===== config.mk =====
export PLATFORM = sky130hd
export DESIGN_NAME = cla_subtractor_pipe
export DESIGN_NICKNAME = d
export VERILOG_FILES = /design/src/rtl/cla_subtractor_pipe.sv
export SDC_FILE = /design/constraint.sdc
export NUM_CORES = 1
export LEC_CHECK = 0
export ABC_AREA = 1
export CORE_ASPECT_RATIO = 0.9
export CORE_MARGIN = 5
export CORE_UTILIZATION = 30
export CTS_BUF_LIST = sky130_fd_sc_hd__clkbuf_4 sky130_fd_sc_hd__clkbuf_8
export DETAILED_ROUTE_END_ITERATION = 10
export PLACE_DENSITY_LB_ADDON = 0.05
export SLEW_MARGIN = 20
export SYNTH_ARGS = -nofsm -noshare
export SYNTH_HDL_FRONTEND = slang
export SYNTH_SLANG_ARGS = --single-unit

===== constraint.sdc =====
create_clock -name clk -period 2.32 [get_ports clk]
set_clock_uncertainty 0.05 [all_clocks]
set_input_delay 0.464 -clock clk [delete_from_list [all_inputs] [get_ports clk]]
set_output_delay 0.464 -clock clk [all_outputs]
set_load 0.01 [all_outputs]

===== src/rtl/cla_subtractor_pipe.sv =====
// cla_subtractor_pipe: pipelined a-b-bin built from 4-bit borrow-lookahead slices, one slice per stage.
// Optional CLA_SUB_ADD_MODE_EN adds port i_op (1 = add with carry lookahead) carried with the operands.
module cla_subtractor_pipe #(
   parameter int WIDTH = 16
) (
   input  logic             clk,
   input  logic             rst_n,
   input  logic             i_in_valid,
   output logic             o_in_ready,
   input  logic [WIDTH-1:0] i_a,
   input  logic [WIDTH-1:0] i_b,
   input  logic             i_bin,
`ifdef CLA_SUB_ADD_MODE_EN
   input  logic             i_op,
`endif
   output logic             o_out_valid,
   input  logic             i_out_ready,
   output logic [WIDTH-1:0] o_diff,
   output logic             o_bout,
   output logic             o_ovf,
   output logic             o_zero
);
   localparam int NSLICE = WIDTH / 4;

   logic             r_v   [0:NSLICE];
   logic             r_sub [0:NSLICE];
   logic             r_c   [0:NSLICE];
   logic [WIDTH-1:0] r_a   [0:NSLICE];
   logic [WIDTH-1:0] r_b   [0:NSLICE];
   logic [WIDTH-1:0] r_d   [0:NSLICE];
   logic [4:0]       w_s   [1:NSLICE];
   logic             w_adv;
   logic             w_sub_in;

`ifdef CLA_SUB_ADD_MODE_EN
   assign w_sub_in = ~i_op;
`else
   assign w_sub_in = 1'b1;
`endif

   // Inverting a turns carry lookahead (g=a&b, p=a^b) into borrow lookahead (g=~a&b, p=~(a^b)).
   function automatic logic [4:0] f_slice(input logic [3:0] a, input logic [3:0] b,
                                          input logic c0, input logic sub);
      logic [3:0] g, p, x;
      logic [4:0] c;
      x = a ^ {4{sub}};
      g = x & b;
      p = x ^ b;
      c[0] = c0;
      c[1] = g[0] | (p[0] & c0);
      c[2] = g[1] | (p[1] & g[0]) | (p[1] & p[0] & c0);
      c[3] = g[2] | (p[2] & g[1]) | (p[2] & p[1] & g[0]) | (p[2] & p[1] & p[0] & c0);
      c[4] = g[3] | (p[3] & g[2]) | (p[3] & p[2] & g[1]) | (p[3] & p[2] & p[1] & g[0])
           | (p[3] & p[2] & p[1] & p[0] & c0);
      return {c[4], a ^ b ^ c[3:0]};
   endfunction

   always_comb begin
      for (int k = 1; k <= NSLICE; k++)
         w_s[k] = f_slice(r_a[k-1][4*(k-1) +: 4], r_b[k-1][4*(k-1) +: 4], r_c[k-1], r_sub[k-1]);
   end

   assign w_adv      = ~r_v[NSLICE] | i_out_ready;
   assign o_in_ready = w_adv;

   always_ff @(posedge clk or negedge rst_n) begin
      if (!rst_n) begin
         for (int k = 0; k <= NSLICE; k++) begin
            r_v[k]   <= 1'b0;
            r_sub[k] <= 1'b0;
            r_c[k]   <= 1'b0;
            r_a[k]   <= '0;
            r_b[k]   <= '0;
            r_d[k]   <= '0;
         end
      end else if (w_adv) begin
         r_v[0]   <= i_in_valid;
         r_sub[0] <= w_sub_in;
         r_c[0]   <= i_bin;
         r_a[0]   <= i_a;
         r_b[0]   <= i_b;
         r_d[0]   <= '0;
         for (int k = 1; k <= NSLICE; k++) begin
            r_v[k]   <= r_v[k-1];
            r_sub[k] <= r_sub[k-1];
            r_c[k]   <= w_s[k][4];
            r_a[k]   <= r_a[k-1];
            r_b[k]   <= r_b[k-1];
            r_d[k]   <= r_d[k-1];
            r_d[k][4*(k-1) +: 4] <= w_s[k][3:0];
         end
      end
   end

   assign o_out_valid = r_v[NSLICE];
   assign o_diff      = r_d[NSLICE];
   assign o_bout      = r_v[NSLICE] & r_c[NSLICE];
   assign o_zero      = r_v[NSLICE] & (r_d[NSLICE] == '0);
   assign o_ovf       = r_v[NSLICE]
                      & (r_a[NSLICE][WIDTH-1] ^ r_b[NSLICE][WIDTH-1] ^ ~r_sub[NSLICE])
                      & (r_d[NSLICE][WIDTH-1] ^ r_a[NSLICE][WIDTH-1]);
endmodule


* Word-level counts from Yosys, hierarchy flattened
Cells that the tools add are included.
** Operators by class
- Bitwise logic cells :: 134
- Reductions and logical operators :: 1
** Operator list (count)
- 1-bit bitwise AND :: 68
- 4-bit bitwise XOR :: 16
- 1-bit bitwise OR :: 41
- 4-bit bitwise AND :: 4
- 16-bit zero test :: 1
- 1-bit bitwise XOR :: 3
- 1-bit inverter :: 2
** Storage, ports and cells
- Register bits after elaboration :: 215
- Output and inout port bits :: 21
- Word-level logic and storage cells :: 164
- Bits of input ports :: 37

* Longest topological paths before layout
Gate-level depths: netlist (run 1).
- Depth in word-level cells :: 7
- Depth in mapped cells :: 10
- Depth with buffers taken out :: 9

* Least setup slack after synthesis (run 1)
Ideal clock, no wire load.
- Path type :: reg2reg
- Start point :: register r_sub[3] (netlist name)
- End point :: register r_d[39] (netlist name)
- Period minus slack after synthesis :: 1556 ps
- Path slack :: 764 ps
- Cell stages (with the launch flop) :: 10
- Library setup time :: 117 ps
- Data arrival time :: 1389 ps
- Data required time :: 2153 ps
- Path buffers :: 1
- Cells stage by stage :: dfrtp_1 > clkbuf_1 > xor2_1 > ha_1 > nand2_1 > nand2_1 > nand2_1 > nand3_1 > nand3_1 > nand2_1
** On the way
- Word-level cells in the longest chain between the ends :: 7
- Elaborated cells between the ends (all ways) :: 12
- Those cells by class :: bitwise: 12
** RTL lines
- start: declaration :: RTL line 26 : logic r_sub [0:NSLICE];
- start signal: indexed assignment :: RTL line 85 : r_sub[k] <= r_sub[k-1];
- 4-bit bitwise XOR * :: RTL line 46 : x = a ^ {4{sub}};
- 4-bit bitwise XOR / 4-bit bitwise AND (equally long branches) :: RTL line 48, 47
- 1-bit bitwise AND :: RTL line 52 : c[3] = g[2] | (p[2] & g[1]) | (p[2] & p[1] & g[0]) | (p[2] & p[1] & p[0] & c0);
- 1-bit bitwise OR / 1-bit bitwise AND (equally long branches) (2 in series) :: RTL line 52
- 1-bit bitwise OR * :: RTL line 52
- 4-bit bitwise XOR * :: RTL line 55 : return {c[4], a ^ b ^ c[3:0]};
- end signal: indexed assignment :: RTL line 89 : r_d[k] <= r_d[k-1];
- end signal: indexed assignment :: RTL line 90 : r_d[k][4*(k-1) +: 4] <= w_s[k][3:0];
- end: declaration :: RTL line 30 : logic [WIDTH-1:0] r_d [0:NSLICE];
Every way passes the cells marked *; elsewhere a longest branch is shown, timed or not.
A chain may end at the register's enable or synchronous reset.

* Final worst setup path (run 1)
- Start point :: register r_d (netlist bit o_diff[15])
- End point :: output o_zero
** On the way
- Word-level cells in the longest chain between the ends :: 2
** RTL lines
- 16-bit zero test :: RTL line 98 : assign o_zero = r_v[NSLICE] & (r_d[NSLICE] == '0);
- 1-bit bitwise AND :: RTL line 98
- end: declaration :: RTL line 21 : output logic o_zero
Every way passes these cells.

==> results of run 1 <==
## cells by family (layout without fill, tap and decap cells)
kind of cell / count (synthesis) / in the layout / share of synthesized area
buffers and inverters: 126 / 179 / 0.0966
AOI/OAI and AO/OA: 87 / 87 / 0.0678
and+or+nand+nor: 365 / 365 / 0.222
DFF: 137 / 137 / 0.534
adders and majority gates: 20 / 20 / 0.0390
xor gates and xnor gates: 30 / 30 / 0.0409
## where the power goes
group	internal [µW]	switching (µW)	leakage, µW
sequential	3430	757	0.00165
clock	1260	935	0.000227
combinational	1810	2410	0.00198
## worst max-delay path, cell delays in order, from the launching register on
cell	delay, ns
dfrtp_1	0.43
nor3_2	0.22
buf_4	0.14
nand2_1	0.08
nor2_1	0.09
dlygate4sd2_1	0.27
## metrics by stage
step	setup slack, ns	util	power, µW	hold WS [ns]
after floorplan	0.764	-	7380	0.118
after global placement	0.235	0.342	8470	0.393
after detailed placement	0.222	0.342	8540	0.403
after CTS	0.0543	0.364	10800	0.418
after global routing	0.0172	0.364	11800	0.435
final	0.144	0.364	10600	0.414
## cells in the mapped netlist (all sizes together)
master / number / area, µm²
or2: 1 / 6.26
o21ai: 74 / 370
buf: 46 / 320
nand2: 311 / 1170
nor3: 1 / 5.00
inv: 76 / 285
nor2: 18 / 75.1
dfrtp: 137 / 3430
clkbuf: 4 / 15.0
a21oi: 13 / 65.1
xnor2: 10 / 87.6
ha: 20 / 250
xor2: 20 / 175
nand3: 34 / 170
## state kept, by name (all words and copies together) (netlist names)
register     cells
r_b             41
r_c              5
r_sub            5
r_a             41
o_diff          16
r_d             24
o_out_valid      1
r_v              4
## path summary, 6_finish.rpt
kind | startpoint | to | depth (start not counted) | slack [ns]
min in group asynchronous | rst_n | r_a[62] | 2 | 0.51
max in group asynchronous | rst_n | r_a[60] | 3 | 1.00
worst min register to register | r_a[45] | r_a[29] | 2 | 0.41
worst max register to register | r_sub[4] | r_d[51] | 8 | 0.66
worst min-delay path | r_a[45] | r_a[29] | 2 | 0.41
worst max-delay path | o_diff[15] | o_zero | 5 | 0.14
## metal layers
layer	wire (µm)	GRT usage
met1	6940	0.164
met2	6140	0.193
met3	509	0.0356
met4	67	0.0302
met5	0	0
## final cells by class
cell class	instances	area, µm²
fill	2186	13300
sequential	137	3430
multi-input combinational	502	2380
timing repair buffer	71	737
tap	286	358
inverter	76	288
clock buffer	21	277
clock inverter	11	169
## what timing repair did
| item | 4_1_cts | 5_1_grt |
|---|---|---|
| cloned | 0 | 0 |
| gates resized for setup | 3 | 0 |
| hold endpoints to repair | 52 | 0 |
| endpoints found under the setup margin | 2 | 1 |
| buffers inserted | 1 | 0 |
| hold buffers | 1 | 0 |
| pin swaps | 1 | 1 |
==> implementation parameters, run 1 <==
Parameter                              Value

Run status
  Outcome    finished, final reports clean

Yosys
  Netlist Area Pre-Place    approximately 0.0064 mm²
  Mean area per synthesized cell    between 8 and 9 µm²
  Number of distinct library cells after synthesis    19
  Gate count of the mapped netlist    approximately 770
  Sequential fraction of the synthesis area    0.534
  Synthesized netlist net count    822
  Number of synthesized register bits    ~140
  Total number of yosys warnings    0

Global routing
  Pin count of the biggest net entering global routing    86
  Vias in the first global route    4863
  Antenna violations before repair    0
  Global routing usage summed across all routing layers    0.122
  Global-route wire length before repair    approximately 24 mm
  Global-route congestion overflow total    0

Critical path
  Kind of end point of the critical path    output port
  Startpoint kind of the worst setup timing path    flop
  Data arrival, critical path    between 1.5 and 2 ns
  Critical Path RT    approximately 1.8 ns
  Category of the critical setup timing path    flop to output port
  Critical Path Fanout Max    5

STA
  Max-slew violation count    0
  RSZ-0062 raised after global routing    false
  Setup TNS Final    0 ns
  Headroom to the max-slew limit    0.637
  Hold violation count in the final report    0
  Maximum achievable frequency    approximately 0.46 GHz
  Final worst path period share    0.938
  Period minus WS final    ~2.2 ns
  Transition time at the pin with the least slew margin    0.544 ns
  Final setup viols    0

Clock network
  Root buffer selected by CTS    clkbuf_8
  Clock H-tree levels    4
  Clk slew on worst S/H paths    0.07 ns
  Clock tree from TritonCTS    done
  Buffers from clock root to sink, at most    2
  Number of sinks handled by clock tree synthesis    roughly 140
  Number of CTS-inserted buffers    17
  Insertion delay to the later sink of the worst-skew pair    0.43 ns

Floorplan
  Initial Utilization    0.306
  Chip Width    164 µm
  Die area    0.0244 mm²
  Ports    between 50 and 60
  Core region area    0.0210 mm²
  FP Rows    50
  DIE HEIGHT    approximately 150 µm

Power
  IR drop worst, VDD    about 0.00042 V
  Total power per unit cell area    ~1400 mW/mm²
  Leakage power    0.00386 µW

Placement
  GPL Wtd Cong    around 0.80
  Total half-perimeter wirelength after legalization and detailed placement    between 8 and 9 mm
  Port bufs    57
  # placed instances    1070
  Placed Area    between 0.007 and 0.008 mm²

Min path
  Worst min-delay path class    flop to flop

Cells and area
  Share of layout cells above drive strength 1    0.0636
  Final standard cell count with taps included and fillers excluded    between 1000 and 1500
  Antenna Cells    0
  Most frequent standard cell in the layout excluding fill and tap cells    nand2_1
  Commonest cells after routing, fill and taps aside    311 x nand2_1, 137 x dfrtp_1, 74 x inv_1
  Total non-filler cell area in the finished layout    ~0.0076 mm²
  Nets    862
  Layout Area Growth over Synthesis    18.9%

Route
  Detailed-router iteration count before antenna repair    4
  Initial DRC count    around 250
  Routed length per instance    12.4 µm
  Total Wirelength    roughly 14 mm
  Vias    roughly 4600
  Post-route antenna net violation count    0
  Vias per std cell    4.20
  DRC violations left    0

Flow run
  Count of maximum capacitance violations    0
Power figures use the tool's default switching activity.
==> inputs of run 2 (changes only) <==
- REMOVE_ABC_BUFFERS: unset -> 1
==> run 2 against run 1 <==
  * Non-clock buffer count down 1
  * Register-to-register slack about the same
  * Wire length fell by 2.3%
  * Global-route usage decreased by 0.20 points
  * Utilization fell by 0.10 points
  * Die area stayed put
  * Worst hold slack worse by 0.0038 ns
==> implementation parameters, run 2 (synthesized netlist as in run 1, its figures left out) <==
Parameter                              Value

Cells and area
  Nets    861
  Share of layout cells above drive strength 1    0.0613
  Registers with the most flip-flops    r_a (41), r_b (41), r_d (24)
  Layout Area Growth over Synthesis    18.6%
  Most frequent standard cell in the layout excluding fill and tap cells    nand2_1
  Fill cells    ~2200
  Antenna Cells    0
  Total non-filler cell area in the finished layout    between 0.007 and 0.008 mm²
  Commonest cells after routing, fill and taps aside    311 x nand2_1, 137 x dfrtp_1, 74 x inv_1
  Final standard cell count with taps included and fillers excluded    approximately 1100
  Register cell area after layout    0.00343 mm²
  Area of the multi-input gates    ~0.0024 mm²

STA
  Transition time at the pin with the least slew margin    about 0.53 ns
  Period minus WS final    between 2 and 2.5 ns
  RSZ-0062 raised after global routing    false
  Max-slew violation count    0
  Maximum achievable frequency    between 0.4 and 0.5 GHz
  Final worst path period share    0.889
  Final worst hold slack    around 0.41 ns
  Hold violation count in the final report    0
  Final setup viols    0
  Headroom to the max-slew limit    0.645

Power
  Pint    roughly 6500 µW
  Total power per unit cell area    approximately 1400 mW/mm²
  Sw Ratio    0.382
  Sequential Power Share    0.396
  Logic pwr share    0.398
  Clock share of power    0.206
  Switching power    ~4000 µW
  IR drop worst, VDD    about 0.00039 V
  Leakage power    roughly 0.0038 µW

Clock network
  Post-CTS setup buffer count    0
  Clock tree from TritonCTS    done
  Clk slew on worst S/H paths    0.08 ns
  Buffers from clock root to sink, at most    2
  Number of sinks handled by clock tree synthesis    roughly 140
  Clock H-tree levels    4
  Number of CTS-inserted buffers    17
  Root buffer selected by CTS    clkbuf_8
  Insertion delay to the later sink of the worst-skew pair    approximately 0.44 ns

Critical path
  Category of the critical setup timing path    flop to output port
  Critical Path RT    around 1.8 ns
  Most used cell along the critical path    nor2_1
  Slowest library cell on the worst path    dfrtp_1
  Startpoint kind of the worst setup timing path    flop
  Critical Path Fanout Max    3
  Data arrival, critical path    around 1.6 ns
  Critical path's largest stage delay    0.40 ns
  Kind of end point of the critical path    output port
  Critical Path, Cell by Cell    nor2_1 > nand2_1 > nor2_1 > nand2_1 > nor2_1 > clkbuf_2

Placement
  Placed Area    0.00717 mm²
  Port bufs    57
  # placed instances    ~1100
  GPL Wtd Cong    0.765
  Total half-perimeter wirelength after legalization and detailed placement    approximately 8.6 mm

Global routing
  Global-route wire length before repair    ~24 mm
  Global routing usage summed across all routing layers    0.120
  Vias in the first global route    a little under 5000
  Pin count of the biggest net entering global routing    roughly 120
  Global-route congestion overflow total    0
  Antenna violations before repair    0

Floorplan
  DIE HEIGHT    roughly 150 µm
  Chip Width    approximately 160 µm
  Initial Utilization    0.306
  Die area    approximately 0.024 mm²
  Ports    58
  Core region area    0.0210 mm²
  FP Rows    50

Route
  Detailed-router iteration count before antenna repair    6
  DRC violations left    0
  Routed length per instance    approximately 12 µm
  Met3 routed WL    just under 500 µm
  Post-route antenna net violation count    0
  Vias per std cell    4.22
  Wl on met1    between 6 and 7 mm
  Uppermost layer routed    met4
  Vias    roughly 4700
  Met2 Wirelength    about 6.3 mm
  Total Wirelength    approximately 13 mm
  Initial DRC count    201

Min path
  Worst min-delay path class    flop to flop

Run status
  Outcome    finished, final reports clean

Flow run
  Count of maximum capacitance violations    0
==> run 2: timing repair <==
action,CTS,global route
endpoints found under the setup margin,2,1
pin swaps,0,0
gates cloned,0,0
resized for setup,2,2
hold endpoints to repair,47,0
hold buffers,1,0
==> run 2: metrics by stage <==
stage               total power [µW]   util  setup TNS (ns)  setup WS (ns)
finish                         10500  0.363               0          0.259
global route                   11700  0.363               0         0.0488
CTS                            10800  0.363               0         0.0198
detailed placement              8520  0.342               0          0.251
global placement                8420  0.342               0          0.253
floorplan                       7040      -         -113.14          -1.29
==> run 2: final timing paths <==
kind,from,endpoint,slack (ns),cells after the start
worst max-delay path,o_diff[4],o_zero,0.26,6
worst min-delay path,r_b[61],r_b[45],0.41,2
worst max register to register,r_sub[2],r_d[27],0.66,9
worst min register to register,r_b[61],r_b[45],0.41,2
max in group asynchronous,rst_n,r_c[3],1.07,3
min in group asynchronous,rst_n,r_a[71],0.51,2
==> run 2: routing by layer <==
metal | global-route usage | vias up
li1 | - | 2411
met1 | 0.154 | 2178
met2 | 0.198 | 54
met3 | 0.0329 | 7
met4 | 0.0340 | 0
met5 | 0 | -
==> run 2: power by group through the flow <==
stage	logic (µW)	registers, µW	clock network, µW
global placement	4220	4200	0
CTS	4320	4190	2270
detailed placement	4290	4230	0
global route	4990	4330	2360
floorplan	2920	4120	0
finish	4200	4170	2170
==> run 2: cell type report <==
cell class              instances  area share
clock buffers                  23      0.0391
clock inverters                 8      0.0187
inverters                      76      0.0378
multi-input cells             502       0.312
flip-flops and latches        137       0.450
well taps                     286      0.0470
repair buffers                 70      0.0953
==> run 2: worst max-delay path: cells and delay by family (launching register included) <==
kind	cells	cell delay, ns
buffers and inverters	1	0.14
and+or+nand+nor	5	0.57
DFF	1	0.40
